[config.mk]
export PLATFORM = sky130hd
export DESIGN_NAME = perceptron_uart_ctrl
export DESIGN_NICKNAME = d
export VERILOG_FILES = /design/src/rtl/perceptron_uart_ctrl.sv
export SDC_FILE = /design/constraint.sdc
export NUM_CORES = 2
export LEC_CHECK = 0
export CAP_MARGIN = 10
export CORE_MARGIN = 3
export CORE_UTILIZATION = 45
export CTS_BUF_LIST = sky130_fd_sc_hd__clkbuf_4 sky130_fd_sc_hd__clkbuf_8
export CTS_CLUSTER_DIAMETER = 40
export DETAILED_ROUTE_END_ITERATION = 8
export HOLD_SLACK_MARGIN = 0.12
export PLACE_DENSITY = 0.61
export RECOVER_POWER = 100
export SYNTH_ARGS = -nofsm -noshare
export SYNTH_HDL_FRONTEND = slang
export SYNTH_SLANG_ARGS = --single-unit
[constraint.sdc]
create_clock -name clk -period 11.14 [get_ports clk]
set_clock_uncertainty 0.2 [all_clocks]
set_input_delay 3.342 -clock clk [delete_from_list [all_inputs] [get_ports clk]]
set_output_delay 3.342 -clock clk [all_outputs]
set_load 0.03 [all_outputs]
[src/rtl/perceptron_uart_ctrl.sv]
// Perceptron evaluator/trainer driven by a byte-oriented UART command protocol.
// Opcodes: 0x01 load inputs, 0x02 load weights, 0x03 evaluate, 0x04 train,
// 0x05 read weights; anything else is answered with 0xEE.
module perceptron_uart_ctrl #(
  parameter int unsigned N_INPUTS    = 4,
  parameter int unsigned DATA_W      = 16,
  parameter int unsigned RATE_SHIFT  = 0,
  parameter int unsigned TIMEOUT_CYC = 120000
) (
  input  logic       clk,
  input  logic       rst,
  input  logic       rx_valid,
  input  logic [7:0] rx_data,
  input  logic       rx_error,
  output logic       rx_clear,
  output logic       tx_start,
  output logic [7:0] tx_data,
  input  logic       tx_busy,
  output logic       busy,
  output logic       result,
  output logic       overrun
);

  localparam int unsigned BPW         = DATA_W / 8;
  localparam int unsigned FRAME_BYTES = N_INPUTS * BPW;
  localparam int unsigned FRAME_W     = N_INPUTS * DATA_W;
  localparam int unsigned CNT_W       = $clog2(FRAME_BYTES + 1);
  localparam int unsigned IDX_W       = (N_INPUTS > 1) ? $clog2(N_INPUTS) : 1;
  localparam int unsigned BYTE_W      = (BPW > 1) ? $clog2(BPW) : 1;
  localparam int unsigned TMO_W       = $clog2(TIMEOUT_CYC + 1);
  localparam int unsigned ACC_W       = 2 * DATA_W + $clog2(N_INPUTS) + 1;
  localparam int unsigned PROD_W      = 2 * DATA_W;
  localparam int unsigned WW          = DATA_W + 2;

  localparam logic [7:0] OP_LOAD_IN = 8'h01;
  localparam logic [7:0] OP_LOAD_W  = 8'h02;
  localparam logic [7:0] OP_EVAL    = 8'h03;
  localparam logic [7:0] OP_TRAIN   = 8'h04;
  localparam logic [7:0] OP_READ_W  = 8'h05;
  localparam logic [7:0] ERR_BYTE   = 8'hEE;

  typedef enum logic [2:0] {
    S_IDLE,
    S_RX_PAYLOAD,
    S_MAC,
    S_UPDATE,
    S_TX_BYTE,
    S_TX_WAIT
  } state_t;

  state_t state_q, state_d;

  logic [7:0]                op_q, op_d;
  logic [CNT_W-1:0]          rx_cnt_q, rx_cnt_d;
  logic [TMO_W-1:0]          tmo_q, tmo_d;
  logic [FRAME_W-1:0]        frame_q, frame_d;
  logic                      target_q, target_d;
  logic [IDX_W-1:0]          mac_idx_q, mac_idx_d;
  logic signed [ACC_W-1:0]   acc_q, acc_d;
  logic [IDX_W-1:0]          tx_word_q, tx_word_d;
  logic [BYTE_W-1:0]         tx_byte_q, tx_byte_d;
  logic signed [DATA_W-1:0]  x_q [N_INPUTS];
  logic signed [DATA_W-1:0]  x_d [N_INPUTS];
  logic signed [DATA_W-1:0]  w_q [N_INPUTS];
  logic signed [DATA_W-1:0]  w_d [N_INPUTS];
  logic signed [DATA_W-1:0]  w_upd [N_INPUTS];
  logic                      result_d, overrun_d, tx_start_d, rx_clear_d, busy_d;
  logic [7:0]                tx_data_d;

  logic                      rx_byte;
  logic signed [PROD_W-1:0]  prod;
  logic signed [ACC_W-1:0]   acc_sum;
  logic                      last_tx;

  assign rx_byte = rx_valid & ~rx_error;

  // Single shared multiplier, one product per MAC cycle
  assign prod    = PROD_W'(x_q[mac_idx_q]) * PROD_W'(w_q[mac_idx_q]);
  assign acc_sum = acc_q + ACC_W'(prod);
  assign last_tx = (tx_word_q == IDX_W'(N_INPUTS - 1)) && (tx_byte_q == '0);

  // Candidate trained weights: w +/- (x >>> RATE_SHIFT), saturated to DATA_W
  always_comb begin
    for (int i = 0; i < N_INPUTS; i++) begin
      logic signed [DATA_W-1:0] xs;
      logic signed [WW-1:0]     wide;
      xs   = x_q[i] >>> RATE_SHIFT;
      wide = target_q ? (WW'(w_q[i]) + WW'(xs)) : (WW'(w_q[i]) - WW'(xs));
      if ((wide[WW-1:DATA_W-1] == '0) || (wide[WW-1:DATA_W-1] == '1)) begin
        w_upd[i] = wide[DATA_W-1:0];
      end else if (wide[WW-1]) begin
        w_upd[i] = {1'b1, {(DATA_W-1){1'b0}}};
      end else begin
        w_upd[i] = {1'b0, {(DATA_W-1){1'b1}}};
      end
    end
  end

  // Next-state and registered-output logic
  always_comb begin
    state_d    = state_q;
    op_d       = op_q;
    rx_cnt_d   = rx_cnt_q;
    tmo_d      = tmo_q;
    frame_d    = frame_q;
    target_d   = target_q;
    mac_idx_d  = mac_idx_q;
    acc_d      = acc_q;
    tx_word_d  = tx_word_q;
    tx_byte_d  = tx_byte_q;
    x_d        = x_q;
    w_d        = w_q;
    result_d   = result;
    overrun_d  = overrun;
    tx_start_d = 1'b0;
    tx_data_d  = tx_data;
    rx_clear_d = rx_error;

    case (state_q)
      S_IDLE: begin
        rx_cnt_d  = '0;
        tmo_d     = '0;
        mac_idx_d = '0;
        acc_d     = '0;
        tx_word_d = '0;
        tx_byte_d = BYTE_W'(BPW - 1);
        if (rx_byte) begin
          op_d = rx_data;
          case (rx_data)
            OP_LOAD_IN, OP_LOAD_W, OP_TRAIN: state_d = S_RX_PAYLOAD;
            OP_EVAL:                         state_d = S_MAC;
            default:                         state_d = S_TX_BYTE;
          endcase
        end
      end

      S_RX_PAYLOAD: begin
        if (rx_error) begin
          state_d = S_IDLE;
        end else if (rx_valid) begin
          tmo_d    = '0;
          rx_cnt_d = rx_cnt_q + CNT_W'(1);
          frame_d  = (frame_q << 8) | FRAME_W'(rx_data);
          if (op_q == OP_TRAIN) begin
            target_d = rx_data[0];
            state_d  = S_MAC;
          end else if (rx_cnt_q == CNT_W'(FRAME_BYTES - 1)) begin
            // Word 0 arrived first, so it sits in the most significant slot
            for (int i = 0; i < N_INPUTS; i++) begin
              if (op_q == OP_LOAD_IN) begin
                x_d[i] = frame_d[(N_INPUTS-1-i)*DATA_W +: DATA_W];
              end else begin
                w_d[i] = frame_d[(N_INPUTS-1-i)*DATA_W +: DATA_W];
              end
            end
            state_d = S_IDLE;
          end
        end else if (tmo_q == TMO_W'(TIMEOUT_CYC - 1)) begin
          state_d = S_IDLE;
        end else begin
          tmo_d = tmo_q + TMO_W'(1);
        end
      end

      S_MAC: begin
        acc_d     = acc_sum;
        mac_idx_d = mac_idx_q + IDX_W'(1);
        if (mac_idx_q == IDX_W'(N_INPUTS - 1)) begin
          result_d = ~acc_sum[ACC_W-1] && (acc_sum != '0);
          state_d  = (op_q == OP_TRAIN) ? S_UPDATE : S_TX_BYTE;
        end
      end

      S_UPDATE: begin
        if (target_q != result) begin
          w_d = w_upd;
        end
        state_d = S_TX_BYTE;
      end

      S_TX_BYTE: begin
        if (!tx_busy) begin
          tx_start_d = 1'b1;
          case (op_q)
            OP_EVAL, OP_TRAIN: tx_data_d = {7'b0, result};
            OP_READ_W:         tx_data_d = w_q[tx_word_q][{tx_byte_q, 3'b000} +: 8];
            default:           tx_data_d = ERR_BYTE;
          endcase
          state_d = S_TX_WAIT;
        end
      end

      S_TX_WAIT: begin
        // tx_busy may still be low this cycle; the next byte re-checks it
        if ((op_q == OP_READ_W) && !last_tx) begin
          if (tx_byte_q == '0) begin
            tx_byte_d = BYTE_W'(BPW - 1);
            tx_word_d = tx_word_q + IDX_W'(1);
          end else begin
            tx_byte_d = tx_byte_q - BYTE_W'(1);
          end
          state_d = S_TX_BYTE;
        end else begin
          state_d = S_IDLE;
        end
      end

      default: state_d = S_IDLE;
    endcase

    // Bytes arriving while computing or replying are dropped
    if (rx_byte && (state_q inside {S_MAC, S_UPDATE, S_TX_BYTE, S_TX_WAIT})) begin
      overrun_d = 1'b1;
    end

    busy_d = (state_d != S_IDLE);
  end

  // State and output registers with synchronous reset
  always_ff @(posedge clk) begin
    if (rst) begin
      state_q   <= S_IDLE;
      op_q      <= '0;
      rx_cnt_q  <= '0;
      tmo_q     <= '0;
      frame_q   <= '0;
      target_q  <= 1'b0;
      mac_idx_q <= '0;
      acc_q     <= '0;
      tx_word_q <= '0;
      tx_byte_q <= '0;
      for (int i = 0; i < N_INPUTS; i++) begin
        x_q[i] <= '0;
        w_q[i] <= '0;
      end
      result    <= 1'b0;
      overrun   <= 1'b0;
      tx_start  <= 1'b0;
      tx_data   <= 8'h00;
      rx_clear  <= 1'b0;
      busy      <= 1'b0;
    end else begin
      state_q   <= state_d;
      op_q      <= op_d;
      rx_cnt_q  <= rx_cnt_d;
      tmo_q     <= tmo_d;
      frame_q   <= frame_d;
      target_q  <= target_d;
      mac_idx_q <= mac_idx_d;
      acc_q     <= acc_d;
      tx_word_q <= tx_word_d;
      tx_byte_q <= tx_byte_d;
      x_q       <= x_d;
      w_q       <= w_d;
      result    <= result_d;
      overrun   <= overrun_d;
      tx_start  <= tx_start_d;
      tx_data   <= tx_data_d;
      rx_clear  <= rx_clear_d;
      busy      <= busy_d;
    end
  end

endmodule

# Word-level counts from Yosys, hierarchy flattened

Cells that the tools add are included.

$add $sub $neg: 14
$mul: 1
$lt $le $gt $ge: 2
Equal/unequal tests: 31
Shift operators: 1
Multiplexer cells: 60
Bitwise operators: 10
Reductions and logical operators: 35

Operators by type and width:

| kind                    | count |
|---|---|
| $mux W64                | 5 |
| $mux W16                | 18 |
| $pmux W64 S2            | 1 |
| $bmux W16 S2            | 3 |
| $mux W18                | 4 |
| $pmux W35 S2            | 1 |
| $add A16 B16 Y17        | 4 |
| $sub A16 B16 Y17        | 4 |
| $or A64 B8 Y64          | 1 |
| $mux W17                | 3 |
| $add A35 B32 Y35        | 1 |
| $reduce_bool A35 Y1     | 1 |
| $pmux W17 S2            | 1 |
| $mul A16 B16 Y32        | 1 |
| $mux W3                 | 10 |
| $eq A8 B2 Y1 const B    | 3 |
| $eq A8 B3 Y1 const B    | 3 |
| $eq A3 B3 Y1 const B    | 6 |
| $pmux W3 S6             | 1 |
| $add A17 B1 Y17 const B | 1 |
| $eq A17 B17 Y1 const B  | 1 |
| $eq A8 B1 Y1 const B    | 2 |
| $ne A2 B2 Y1 const B    | 8 |
| $pmux W8 S2             | 1 |
| other kinds (35)        | 70 |

Flip-flop bits (word level): 270
Input port bits: 13
Word-level logic and storage cells: 178

# Logic depth before layout (Yosys ltp)

Depth after elaboration: 8
Gate-level depth with buffers: 28
Mapped depth without buffers: 25

# Worst setup path after synthesis

OpenSTA, ideal clock, no wires.

Path type: register to register
Start point: register mac_idx_q[0]
End point: register result
Setup time: 0.125 ns
Arrival time: 8.331 ns
Path slack: 2.484 ns
Cell stages (with the launch flop): 29
Period minus slack after synthesis: 8.656 ns
Cells stage by stage: dfxtp_1 -> clkbuf_1 -> buf_1 -> mux4_2 -> clkbuf_1 -> nand2_1 -> inv_1 -> fa_1 -> inv_1 -> fa_1 -> inv_1 -> fa_1 -> fa_1 -> fa_1 -> inv_1 -> fa_1 -> inv_1 -> ha_1 -> clkbuf_1 -> nand2_1 -> o21ai_0 -> a21oi_1 -> nand3b_1 -> o31a_1 -> o21ai_1 -> xor2_1 -> nand3b_1 -> or4_1 -> o41a_1

Longest elaborated chain between the ends: 8
Elaborated cells on any way between the ends: 14
Those cells by class: 1 x add/sub; 1 x mul; 1 x eq/ne; 6 x mux; 2 x bitwise; 3 x reduce/logical

Ends and longest elaborated chain:

| item                                              | RTL line | RTL |
|---|---|---|
| start, declared                                   | 58       | `logic [IDX_W-1:0] mac_idx_q, mac_idx_d;` |
| start signal, assigned                            | 249      | `mac_idx_q <= mac_idx_d;` |
| $not A2 Y3 (not written as such)                  | 78       | `assign prod = PROD_W'(x_q[mac_idx_q]) * PROD_W'(w_q[mac_idx_q]);` |
| $bmux W16 S2                                      | 78       |  |
| $mux W16 (not written as such) (2 in series)      | 78       |  |
| $mul A16 B16 Y32                                  | 78       |  |
| $add A35 B32 Y35                                  | 79       | `assign acc_sum = acc_q + ACC_W'(prod);` |
| $reduce_bool A35 Y1 or $not A1 Y1 (tied branches) | 169      | `result_d = ~acc_sum[ACC_W-1] && (acc_sum != '0);` |
| $logic_and A1 B1 Y1                               | 169      |  |
| end signal, assigned                              | 255      | `result <= result_d;` |
| end, declared                                     | 20       | `output logic result,` |

Parallel ways exist; a longest one is shown, timed or not. The select of a mux whose other input is x is not followed.
A chain may end at the register's enable or synchronous reset.

# Worst setup path after layout

Same ends and word-level chain as after synthesis.

==> results.txt <==
Relative slew slack -> -213%
Root buffer cell -> sky130_fd_sc_hd__clkbuf_8
Most repeated library cell on the critical path -> sky130_fd_sc_hd__fa_1
Number of buffers added by the clock tree synthesis step -> 60
Count of input and output buffers -> 25
Depth of the worst register-to-register path -> 25
Boundary pin count -> 26
FF+latch count, synth -> 270
Number of cells traversed by the worst hold path -> 2
Most frequently used flop master after synthesis -> sky130_fd_sc_hd__dfxtp_1
Global-route total usage across every layer -> 27.8%
Start-to-end type of the worst setup path -> flip-flop to flip-flop
Mapped Cells -> 3238
Drt total wl -> 88300 µm
Clk slew on worst S/H paths -> 0.06 ns
Failing checks -> capacitance limit, slew limit
Post-synthesis mux area share -> 4.45%
Worst Path Max Fanout -> 25
Mean instance size in the synthesized netlist -> 8.51 µm²
Critical path's top delay family -> adder cells
Placed inst area -> 28400 µm²
Placer's final routability congestion estimate -> 0.971
Core ar. -> 60500 µm²
Xor and xnor fraction of the mapped netlist area -> 5.56%
Reg2reg setup slack -> 1.12 ns
Leading cell type by number of instances after synthesis -> sky130_fd_sc_hd__nand2_1
Average wire per standard cell -> 22.0 µm
Post-synthesis async set-or-reset flop share -> 0%
Number of warnings reported in the yosys synthesis log -> 0
Hold Path Class -> flip-flop to flip-flop
Share of the synthesized area in compound gates (AO/OA/AOI/OAI) -> 14.4%
Clock latency on the worst-skew pair -> 0.72 ns
Crit. End Element -> flip-flop
Post-synthesis adder-cell area fraction -> 31.0%
Hold-fix buffers, CTS -> 0
Total leakage power -> 13.5 nW
Maximum number of buffers from clock root to sink -> 3
Peak Freq -> 99.8 MHz
Number of hold-slack violations in the final timing report -> 0
Hold Path Origin -> op_q[5]
Buffers & Inverters on Critical Path -> 6
Post-layout utilization of the core -> 49.3%
Share of cells above drive strength 1 -> 7.10%
Data required time of the worst path -> 11.49 ns
Hold Path End -> op_q[5]
Count of max-cap constraint violations -> 3
Die extent in y -> 254 µm
Leading post-synthesis cells by cell area -> sky130_fd_sc_hd__fa_1 23%, sky130_fd_sc_hd__dfxtp_1 20%, sky130_fd_sc_hd__ha_1 8.0%
Setup TNS -> 0 ns
Area enclosed by the die boundary -> 64300 µm²
Distinct cell type count of the synthesized netlist -> 84
Layout Area Growth over Synthesis -> 8.16%
Number of nets in the layout -> 3678
Via count of the first global-routing pass -> 23600
Placement row count -> 90
Cell Pwr Density -> 81.1 nW/µm²
Worst hold slack across all endpoints -> 0.252 ns
Unrepaired setup endpoints after global routing -> no
Post-detailed-placement half-perimeter wirelength -> 67700 µm
Final instance area -> 29800 µm²
Number of design-rule violations left by the first detailed-router iteration -> 1650
Final critical-path required period -> 10.02 ns
Detailed-route DRC error count -> 0
Count of endpoints failing setup in the final report -> 0
Via count normalized by instance count -> 5.74
EDFF count, synth -> 0
Die Span X -> 254 µm
Startpoint Class -> flip-flop
Net count after synthesis -> 3741
Proportion of netlist area held by the largest area contributor -> 22.8%
Arr. time, crit path -> 10.36 ns
Remaining antenna violation count after routing -> 0
Beginning of the critical path -> mac_idx_q[0]
Summed instance area of the synthesized netlist -> 27600 µm²
Post-Synth Simple-Gate Area -> 17.4%
Overflow left after global routing -> 0
Worst vdd rail ir drop -> 0.122 mV
Fraction of the yosys area taken by sequential cells -> 19.6%
Worst path max stage delay -> 0.86 ns
Transition time of the tightest slew-check pin -> 4.70 ns
Total number of clock tree sinks -> 270
Maximum number of pins on one net before global-route repair -> 102
TritonCTS clock tree -> built
Final slew viol count -> 250
Number of cells upsized or downsized after cts -> 0
Post-layout power -> 2.42 mW
Maximum level of the CTS H-tree -> 2
Dominant cell type by area after synthesis -> sky130_fd_sc_hd__fa_1
Vias post-DR -> 23000
# Post-CTS Setup Buffers -> 0
Combinational family with the most area after synthesis -> adder cells
Starting density of the core -> 45.6%
Count of TritonRoute iterations in the first routing pass -> 6
Initial antenna violation count -> 2
Status -> finished with violations
Most common library cells after synthesis -> 483 x sky130_fd_sc_hd__nand2_1, 383 x sky130_fd_sc_hd__inv_1, 314 x sky130_fd_sc_hd__fa_1, 294 x sky130_fd_sc_hd__a21oi_1, 270 x sky130_fd_sc_hd__dfxtp_1
Worst reg2reg path endpoint -> result
Startpoint of the worst-slack reg-to-reg timing path -> mac_idx_q[0]
Wire length of the first global-routing pass -> 138000 µm
Final worst-path cycle share -> 89.9%
Slowest CP cell -> sky130_fd_sc_hd__dfxtp_2
[routing by layer]
layer	vias up	global-route usage, %	part of all wire, %
met2	815	45.6	46
met5	-	0	0
met3	233	4.41	6.5
li1	10600	-	-
met4	0	16.5	6.6
met1	11300	34.9	41
[cell type report]
cell class	count	area (µm²)
Timing Repair Buffer	46	390
Sequential cell	270	5410
Inverter	383	1440
Tap cell	782	978
Multi-Input combinational cell	2414	20100
Antenna cell	2	5.00
Clock inverter	30	429
Clock buffer	82	1030
Fill cell	5827	30700
[metrics by stage]
step | setup slack (ns) | std cells
global route | 0.529 | 4009
global placement | 1.64 | 3895
floorplan | 2.48 | 3238
finish | 1.12 | 4009
detailed placement | 1.57 | 3895
CTS | 1.52 | 4007
[worst max-delay path by stage]
| stage | endpoint | slack [ns] | cells past startpoint |
|---|---|---|---|
| final | result | 1.12 | 25 |
| after global routing | result | 0.53 | 25 |
| after CTS | result | 1.52 | 24 |
| after detailed placement | result | 1.57 | 24 |
| after global placement | result | 1.64 | 24 |
| after floorplan | result | 2.48 | 28 |
[placed cells by master, fill, tap and decap left out, types with 18 or more instances in the layout]
| cell type | instances |
|---|---|
| sky130_fd_sc_hd__a211oi_1 | 28 |
| sky130_fd_sc_hd__a21o_1 | 41 |
| sky130_fd_sc_hd__a21oi_1 | 294 |
| sky130_fd_sc_hd__a221oi_1 | 24 |
| sky130_fd_sc_hd__a22oi_1 | 30 |
| sky130_fd_sc_hd__and2_1 | 131 |
| sky130_fd_sc_hd__buf_4 | 18 |
| sky130_fd_sc_hd__clkbuf_8 | 67 |
| sky130_fd_sc_hd__dfxtp_1 | 268 |
| sky130_fd_sc_hd__fa_1 | 314 |
| sky130_fd_sc_hd__ha_1 | 176 |
| sky130_fd_sc_hd__inv_1 | 383 |
| sky130_fd_sc_hd__mux4_2 | 47 |
| sky130_fd_sc_hd__nand2_1 | 483 |
| sky130_fd_sc_hd__nand3_1 | 33 |
| sky130_fd_sc_hd__nand4_1 | 19 |
| sky130_fd_sc_hd__nor2_1 | 207 |
| sky130_fd_sc_hd__nor3_1 | 36 |
| sky130_fd_sc_hd__o21ai_0 | 92 |
| sky130_fd_sc_hd__or3_1 | 25 |
| sky130_fd_sc_hd__xnor2_1 | 82 |
| sky130_fd_sc_hd__xor2_1 | 93 |
[sequential cells by signal, indices dropped and copies added, names as in the netlist]
register   cells
tmo_q         17
rx_clear       1
result         1
mac_idx_q      2
overrun        1
tx_start       1
w_q           64
busy           1
rx_cnt_q       4
frame_q       56
state_q        3
tx_data        8
tx_byte_q      1
x_q           64
target_q       1
op_q           8
tx_word_q      2
acc_q         35
[where the power goes]
part,switching [mW],internal (mW)
logic,0.0668,0.0212
registers,0.00743,0.973
clock network,0.528,0.821
total,0.603,1.82
[worst min-delay path: stages (launching register included)]
cell	delay, ns
sky130_fd_sc_hd__dfxtp_1	0.30
sky130_fd_sc_hd__nand2_1	0.05
sky130_fd_sc_hd__a21oi_1	0.05
[kinds of logic (layout without fill, tap and decap cells)]
| family | Yosys count | count (layout) |
|---|---|---|
| AND/OR/NAND/NOR | 1042 | 1042 |
| AO/OA/AOI/OAI | 639 | 639 |
| other | 0 | 2 |
| multiplexers | 63 | 63 |
| XOR/XNOR | 175 | 175 |
| flip-flops | 270 | 270 |
| buffers and inverters | 554 | 541 |
| adder cells (fa/ha/maj) | 495 | 495 |
Power figures use the tool's default switching activity.
